## src/rtl/kpn_pkg.sv

```systemverilog
// Shared KPN definitions: token width/type and default channel depth.
// Reused by kpn_fifo_channel, split_module and the other KPN processes.
package kpn_pkg;

    localparam int unsigned KPN_TOKEN_W       = 16;
    localparam int unsigned KPN_DEFAULT_DEPTH = 8;

    typedef logic [KPN_TOKEN_W-1:0] kpn_token_t;

endpackage

```

## src/rtl/kpn_fifo_mem.sv

```systemverilog
// Simple dual-port register array: one synchronous write port and one
// registered read port whose output clears on reset and holds when idle.
module kpn_fifo_mem
    import kpn_pkg::*;
#(
    parameter int unsigned DATA_WIDTH = KPN_TOKEN_W,
    parameter int unsigned DEPTH      = KPN_DEFAULT_DEPTH,
    parameter int unsigned ADDR_WIDTH = $clog2(DEPTH)
) (
    input  logic                  clk,
    input  logic                  rst,
    input  logic                  we,
    input  logic [ADDR_WIDTH-1:0] waddr,
    input  logic [DATA_WIDTH-1:0] wdata,
    input  logic                  re,
    input  logic [ADDR_WIDTH-1:0] raddr,
    output logic [DATA_WIDTH-1:0] rdata
);

    logic [DATA_WIDTH-1:0] mem_q [DEPTH];
    logic [DATA_WIDTH-1:0] rdata_q;

    // Storage is intentionally not reset.
    always_ff @(posedge clk) begin
        if (we) begin
            mem_q[waddr] <= wdata;
        end
    end

    always_ff @(posedge clk) begin
        if (rst) begin
            rdata_q <= '0;
        end else if (re) begin
            rdata_q <= mem_q[raddr];
        end
    end

    assign rdata = rdata_q;

endmodule

```

## src/rtl/kpn_fifo_channel.sv

```systemverilog
// Bounded KPN FIFO channel with Kahn blocking semantics and sticky
// overflow/underflow flags; all outputs are registers or decodes of registers.
module kpn_fifo_channel
    import kpn_pkg::*;
#(
    parameter int unsigned DATA_WIDTH = KPN_TOKEN_W,
    parameter int unsigned DEPTH      = KPN_DEFAULT_DEPTH,
    localparam int unsigned ADDR_WIDTH = $clog2(DEPTH)
) (
    input  logic                  clk,
    input  logic                  rst,
    input  logic                  wr,
    input  logic [DATA_WIDTH-1:0] data_in,
    input  logic                  rd,
    output logic [DATA_WIDTH-1:0] data_out,
    output logic                  full,
    output logic                  empty,
    output logic [ADDR_WIDTH:0]   count,
    output logic                  overflow,
    output logic                  underflow
);

    localparam int unsigned CntW = ADDR_WIDTH + 1;

    logic [ADDR_WIDTH-1:0] wr_ptr_q, wr_ptr_d;
    logic [ADDR_WIDTH-1:0] rd_ptr_q, rd_ptr_d;
    logic [CntW-1:0]       count_q, count_d;
    logic                  overflow_q, overflow_d;
    logic                  underflow_q, underflow_d;
    logic                  wr_ok, rd_ok;

    assign full  = (count_q == CntW'(DEPTH));
    assign empty = (count_q == '0);

    // A read frees a slot on the same edge, so a full channel still accepts
    // a write paired with a read. No fall-through on empty.
    always_comb begin
        rd_ok       = rd & ~empty;
        wr_ok       = wr & (~full | rd_ok);
        wr_ptr_d    = wr_ptr_q;
        rd_ptr_d    = rd_ptr_q;
        count_d     = count_q + CntW'(wr_ok) - CntW'(rd_ok);
        overflow_d  = overflow_q | (wr & ~wr_ok);
        underflow_d = underflow_q | (rd & ~rd_ok);
        if (wr_ok) begin
            wr_ptr_d = wr_ptr_q + ADDR_WIDTH'(1);
        end
        if (rd_ok) begin
            rd_ptr_d = rd_ptr_q + ADDR_WIDTH'(1);
        end
    end

    always_ff @(posedge clk) begin
        if (rst) begin
            wr_ptr_q    <= '0;
            rd_ptr_q    <= '0;
            count_q     <= '0;
            overflow_q  <= 1'b0;
            underflow_q <= 1'b0;
        end else begin
            wr_ptr_q    <= wr_ptr_d;
            rd_ptr_q    <= rd_ptr_d;
            count_q     <= count_d;
            overflow_q  <= overflow_d;
            underflow_q <= underflow_d;
        end
    end

    kpn_fifo_mem #(
        .DATA_WIDTH (DATA_WIDTH),
        .DEPTH      (DEPTH),
        .ADDR_WIDTH (ADDR_WIDTH)
    ) u_mem (
        .clk   (clk),
        .rst   (rst),
        .we    (wr_ok & ~rst),
        .waddr (wr_ptr_q),
        .wdata (data_in),
        .re    (rd_ok & ~rst),
        .raddr (rd_ptr_q),
        .rdata (data_out)
    );

    assign count     = count_q;
    assign overflow  = overflow_q;
    assign underflow = underflow_q;

endmodule

```

## config.mk

```make
export PLATFORM = sky130hd
export DESIGN_NAME = kpn_fifo_channel
export DESIGN_NICKNAME = d
export VERILOG_FILES = /design/src/rtl/kpn_pkg.sv /design/src/rtl/kpn_fifo_mem.sv /design/src/rtl/kpn_fifo_channel.sv
export SDC_FILE = /design/constraint.sdc
export NUM_CORES = 1
export LEC_CHECK = 0
export ABC_AREA = 0
export CORE_ASPECT_RATIO = 2
export CORE_UTILIZATION = 45
export CTS_CLUSTER_SIZE = 30
export DETAILED_ROUTE_END_ITERATION = 12
export GPL_ROUTABILITY_DRIVEN = 0
export PLACE_DENSITY_LB_ADDON = 0.08
export SLEW_MARGIN = 10
export SYNTH_ARGS = -nofsm -noshare
export SYNTH_HDL_FRONTEND = slang
export SYNTH_SLANG_ARGS = --single-unit
```

## constraint.sdc

```tcl
create_clock -name clk -period 3.6 [get_ports clk]
set_input_delay 0.36 -clock clk [delete_from_list [all_inputs] [get_ports clk]]
set_output_delay 0.36 -clock clk [all_outputs]
set_load 0.05 [all_outputs]
```

==> results_dict.tcl <==
set metrics [dict create \
    layout_common_cells "edfxtp_1, mux2i_1, clkdlybuf4s50_1" \
    yosysSeqAreaShare 0.728 \
    period_share 0.743 \
    finalMaxSlewViolations 0 \
    die_x_um 84.0 \
    dpl.hpwl_mm 7.12 \
    num_antenna_cells 0 \
    cts_setup_buffers 0 \
    totalWireLength_mm 11.8 \
    cap_viol_max_count 0 \
    synth.top_cell.area_share 0.635 \
    dieArea_um2 13900 \
    nets 448 \
    drt_iter0_markers 184 \
    grt_pass1_wl_mm 18.2 \
    finalSetupViolCount 0 \
    coreArea_um2 13100 \
    ys_ff_latch 156 \
    hold_viol 0 \
    clock-sinks 156 \
    ios 44 \
    track_usage 0.180 \
    antenna_found_initial 0 \
    hold_class "flip-flop to flip-flop" \
    die_h_um 166 \
    grt_max_degree 66 \
    synth.avg_cell_area_um2 16.9 \
    num_rows 59 \
    fin_cells 584 \
    critPathRequiredTime_ns 3.24 \
    grt_pass1_vias 3340 \
    async_flop_share 0 \
    start_util 0.463 \
    viasPerCell 5.49 \
    status "finished, violations left" \
    tightestPinTransition_ns 1.17 \
    fin_skew_ns 0.00902 \
    arrival_ns 2.31 \
    root_buffer "clkbuf_16" \
    max_freq_mhz 374 \
    synth_top_area_cell "edfxtp_1" \
    cts_tree "built" \
    final_common_cell "edfxtp_1" \
    slew_headroom 0.221 \
    yosys_warnings 0 \
    endpoint_kind "primary output" \
    cts_made_buffers 17 \
    startpoint_type "flip-flop" \
    grt-ovfl-total 0 \
    multi_input_area_um2 1510 \
    ctsHtreeMaxLevel 4 \
    violations "design-rule violations" \
    synth_cell_types 36 \
    clock_path_buffers 2 \
    worst-r2r-cell-count 11 \
    netlist_top_cells_area "edfxtp_1, mux2i_1, dfxtp_1" \
    area_delta_synth_final_pct 22.0 \
    worstSetupPathType "flip-flop to primary output" \
    drc 9 \
    io_buffers 43 \
    dp.cells 552 \
    fillCellCount 997 \
    cts_resized 0 \
    path_clk_slew_ns 0.06 \
    ys.flop_type "edfxtp_1" \
    finalCriticalPeriod_ns 2.67 \
    synthesis.area_um2 6050 \
    synth_edf_count 128 \
    rsz0062_at_grt "no" \
    p_leak_nw 2.49 \
    layout-drive-gt1-share 0.139 \
    synth_fp_nets 387 \
    layout.area.seq_um2 4410 \
    final_antenna_net_count 0 \
    cp_max_fo 3 \
    p_per_area_nw_per_um2 762 \
    drt_first_pass_iters 9 \
    avgRoutedWirePerCell_um 20.2 \
    tns_ns 0 \
    syn_inst 358 \
    insertion_delay_ns 0.41 \
    cts_hold_buffers 0 \
    irDropWorstVdd_mv 0.561 \
    holdPathStages 1 \
    vias 3209 \
]
-- cell usage after synthesis (3+ instances only) --
library cell and number:
inv_1 9, nor2_1 16, nor3_1 4, dfxtp_1 28, clkbuf_2 3, edfxtp_1 128, nand2_1 4, a32o_1 16
buf_4 6, buf_2 6, nor2b_1 3, a21oi_1 4, mux2i_1 65, a22oi_1 32, ha_1 8, xor2_1 3
-- layout make-up --
type                    instances  share of cell area
flip-flops and latches        156               0.597
well taps                     152              0.0257
multi-input cells             174               0.205
inverters                      10             0.00542
clock buffers                  22              0.0628
clock inverters                10              0.0290
repair buffers                 60              0.0755
-- state kept, by name, summed over array words and instances (netlist names) --
register,flops
u_mem.mem_q,128
u_mem.rdata,16
count,4
rd_ptr_q,3
wr_ptr_q,3
overflow,1
underflow,1
-- stage by stage --
step           power [mW]   util  worst slack (ns)  cell area (um2)  hold WS (ns)
2_1_floorplan        3.29      -             0.700             6050         0.459
4_1_cts              5.68  0.565             0.878             7390         0.468
6_report             5.63  0.565             0.925             7390         0.463
5_1_grt              5.85  0.565             0.772             7390         0.493
3_5_place_dp         3.68  0.513             0.899             6710         0.455
3_3_place_gp         3.66  0.513             0.939             6710         0.449
-- critical path: stages, from the launching register on --
cell,delay [ns]
dfxtp_1,0.31
inv_1,0.10
ha_1,0.19
or3b_4,0.41
inv_1,0.09
clkdlybuf4s50_1,0.80
-- cells by family after synthesis --
logic type | Yosys count | synth area share
AO/OA/AOI/OAI | 57 | 0.0765
buffers and inverters | 28 | 0.0258
XOR/XNOR | 5 | 0.00724
flip-flops | 156 | 0.728
AND/OR/NAND/NOR | 38 | 0.0356
multiplexers | 65 | 0.107
adder cells (fa/ha/maj) | 9 | 0.0198
-- final timing paths --
path,startpoint,to,slack (ns)
setup / recovery,count[2],empty,0.93
hold / removal,u_mem.rdata[0],u_mem.rdata[0],0.46
setup reg to reg,count[2],count[2],1.04
hold reg to reg,u_mem.rdata[0],u_mem.rdata[0],0.46
-- where the power goes --
part / switching (mW) / leakage, nW / internal [mW]
logic: 0.705 / 0.775 / 0.582
clock network: 0.664 / 0.325 / 1.34
registers: 0.237 / 1.39 / 2.10
total: 1.61 / 2.49 / 4.02
-- per-layer routing --
layer	track usage	vias up	part of all wire
li1	-	1526	-
met1	0.200	1592	0.39
met2	0.321	79	0.55
met3	0.0447	12	0.037
met4	0.0817	0	0.018
met5	0	-	0
No activity file was read; power rests on OpenSTA's default activity.
==> RTL change (same settings) <==
Reset style: asynchronous (`rst`), changed in 2 clocked blocks.
--- a/src/rtl/kpn_fifo_mem.sv
+++ b/src/rtl/kpn_fifo_mem.sv
@@ -29,3 +29,3 @@
 
-    always_ff @(posedge clk) begin
+    always_ff @(posedge clk or posedge rst) begin
         if (rst) begin
--- a/src/rtl/kpn_fifo_channel.sv
+++ b/src/rtl/kpn_fifo_channel.sv
@@ -52,3 +52,3 @@
 
-    always_ff @(posedge clk) begin
+    always_ff @(posedge clk or posedge rst) begin
         if (rst) begin
Check against the original RTL: differs if rst is asserted again (counterexample within 4 cycles, from zero or initial values and one cycle with rst high); with rst held inactive, the same outputs for 10 cycles.
==> RTL change against the unedited design <==
  * Design area up 2.4%
  * Register-to-register slack worse by 0.07 ns
  * Count of clock-buffer cells in the layout down 5
  * Synthesized area up 3.9%
  * Total power up 14%
  * Critical path depth unchanged
  * Sequential cell count unchanged
  * Global-route usage up 2.2 points
  * Routed wire length up 15%
  * Setup slack worse by 0.030 ns
  * Largest cell class unchanged
==> RTL change: results <==
export IMPL_status="finished clean"
export IMPL_cts_hold_buf=0
export IMPL_max_cap_violations=0
export IMPL_hp_class="flop to flop"
export IMPL_path_clk_slew_ns=0.07
export IMPL_drt_total_wl_um=13600
export IMPL_cp_slowest_cell="sky130_fd_sc_hd__clkdlybuf4s50_1"
export IMPL_largest_register_ff_count=128
export IMPL_drt_first_iter_violations=147
export IMPL_postCtsSetupBuffers=0
export IMPL_drive_gt1_frac=0.240
export IMPL_slowest_delay_ns=0.80
export IMPL_syn_nets=391
export IMPL_grt_start_max_net_pins=35
export IMPL_antenna_found_initial=0
export IMPL_fin_skew_ns=0.00954
export IMPL_layout_nets=450
export IMPL_synth_distinct_cells=37
export IMPL_vias_in_the_first_global_route=3565
export IMPL_clock_root_buffer="sky130_fd_sc_hd__clkbuf_16"
export IMPL_h_tree_levels=4
export IMPL_synth_top_cells_by_area="sky130_fd_sc_hd__edfxtp_1 61%, sky130_fd_sc_hd__dfrtp_1 11%, sky130_fd_sc_hd__mux2_2 6.1%"
export IMPL_gr_usage_all_layers=0.202
export IMPL_synth_enable_flop_cells=128
export IMPL_synth_sequential_area_ratio=0.723
export IMPL_power_leakage_nw=2.72
export IMPL_sw_frac_of_total=0.360
export IMPL_critPathArrivalTime_ns=2.35
export IMPL_synthTopCellsByCount="128 x sky130_fd_sc_hd__edfxtp_1, 34 x sky130_fd_sc_hd__mux2_2, 32 x sky130_fd_sc_hd__mux2i_1"
export IMPL_fillCellCount=1071
export IMPL_first_pass_grt_wire_length_um=20700
export IMPL_design_power_total_mw=6.43
export IMPL_largest_register="u_mem.mem_q"
export IMPL_worst_skew_pair_late_latency_ns=0.42
export IMPL_antenna_cells_inserted=0
export IMPL_vdd_ir_drop_worst_mv=0.524
export IMPL_drt_vias_per_instance=5.79
export IMPL_dr_pass1_iters=4
export IMPL_cts_resized=0
export IMPL_ys_async_sr_fraction=0.179
export IMPL_port_buffers=43
export IMPL_slew_headroom=0.348
export IMPL_hpwl_um=8510
export IMPL_ys_warn_count=0
export IMPL_pre_cts_slack_ns=0.934
export IMPL_timing_critical_path_fanout_max=4
RTL change: cell types whose count changed in the layout (fill, tap and decap cells not counted), sizes merged, moves of 9 or more:
cell,delta
inv,+9
dfrtp,+28
a22o,+16
nor2,-12
o31ai,+32
a32o,-16
a22oi,-32
mux2i,-33
dfxtp,-28
o22ai,+16
mux2,+34
RTL change: cell families after synthesis:
| family | synth area share |
|---|---|
| muxes | 0.112 |
| adders and majority gates | 0.0191 |
| xor gates and xnor gates | 0.00836 |
| DFF | 0.723 |
| and+or+nand+nor | 0.0203 |
| AOI/OAI and AO/OA | 0.0927 |
| buffers and inverters | 0.0249 |
RTL change: power groups by stage:
| stage | Combinational (mW) | Clock, mW | Sequential, mW |
|---|---|---|---|
| 3_5_place_dp | 2.19 | 0 | 2.54 |
| 4_1_cts | 2.20 | 1.78 | 2.51 |
| 3_3_place_gp | 2.18 | 0 | 2.53 |
| 5_1_grt | 2.33 | 1.83 | 2.53 |
| 2_1_floorplan | 1.17 | 0 | 2.83 |
| 6_report | 2.18 | 1.75 | 2.50 |
RTL change: final timing paths:
path	endpoint	depth (start not counted)	slack (ns)	startpoint
worst min register to register	underflow	1	0.46	underflow
min in group asynchronous	u_mem.rdata[7]	3	0.89	rst
worst max-delay path	full	5	0.89	count[2]
max in group asynchronous	rd_ptr_q[0]	3	2.40	rst
worst min-delay path	underflow	1	0.46	underflow
worst max register to register	count[2]	10	0.97	count[2]
RTL change: metrics by stage:
stage	instance area, um^2	hold WS [ns]	std cells
final	7560	0.457	589
after global routing	7560	0.474	589
after CTS	7560	0.460	589
after detailed placement	6980	0.445	557
after global placement	6980	0.450	557
after floorplan	6290	0.459	362
RTL change: metal layers:
layer | part of all wire | global-route usage | vias up | wire length (um)
li1 | - | - | 1551 | -
met1 | 0.39 | 0.230 | 1740 | 5270
met2 | 0.54 | 0.362 | 94 | 7370
met3 | 0.045 | 0.0457 | 27 | 607
met4 | 0.027 | 0.0804 | 0 | 367
met5 | 0 | 0 | - | 0
RTL change: final cells by class:
type / instances / area [um^2] / share of cell area
tap: 155 / 194 / 0.0256
multi-input combinational: 175 / 1620 / 0.214
sequential: 156 / 4550 / 0.601
inverter: 11 / 41.3 / 0.00546
clock inverter: 15 / 154 / 0.0204
clock buffer: 17 / 425 / 0.0563
timing repair buffer: 60 / 583 / 0.0771
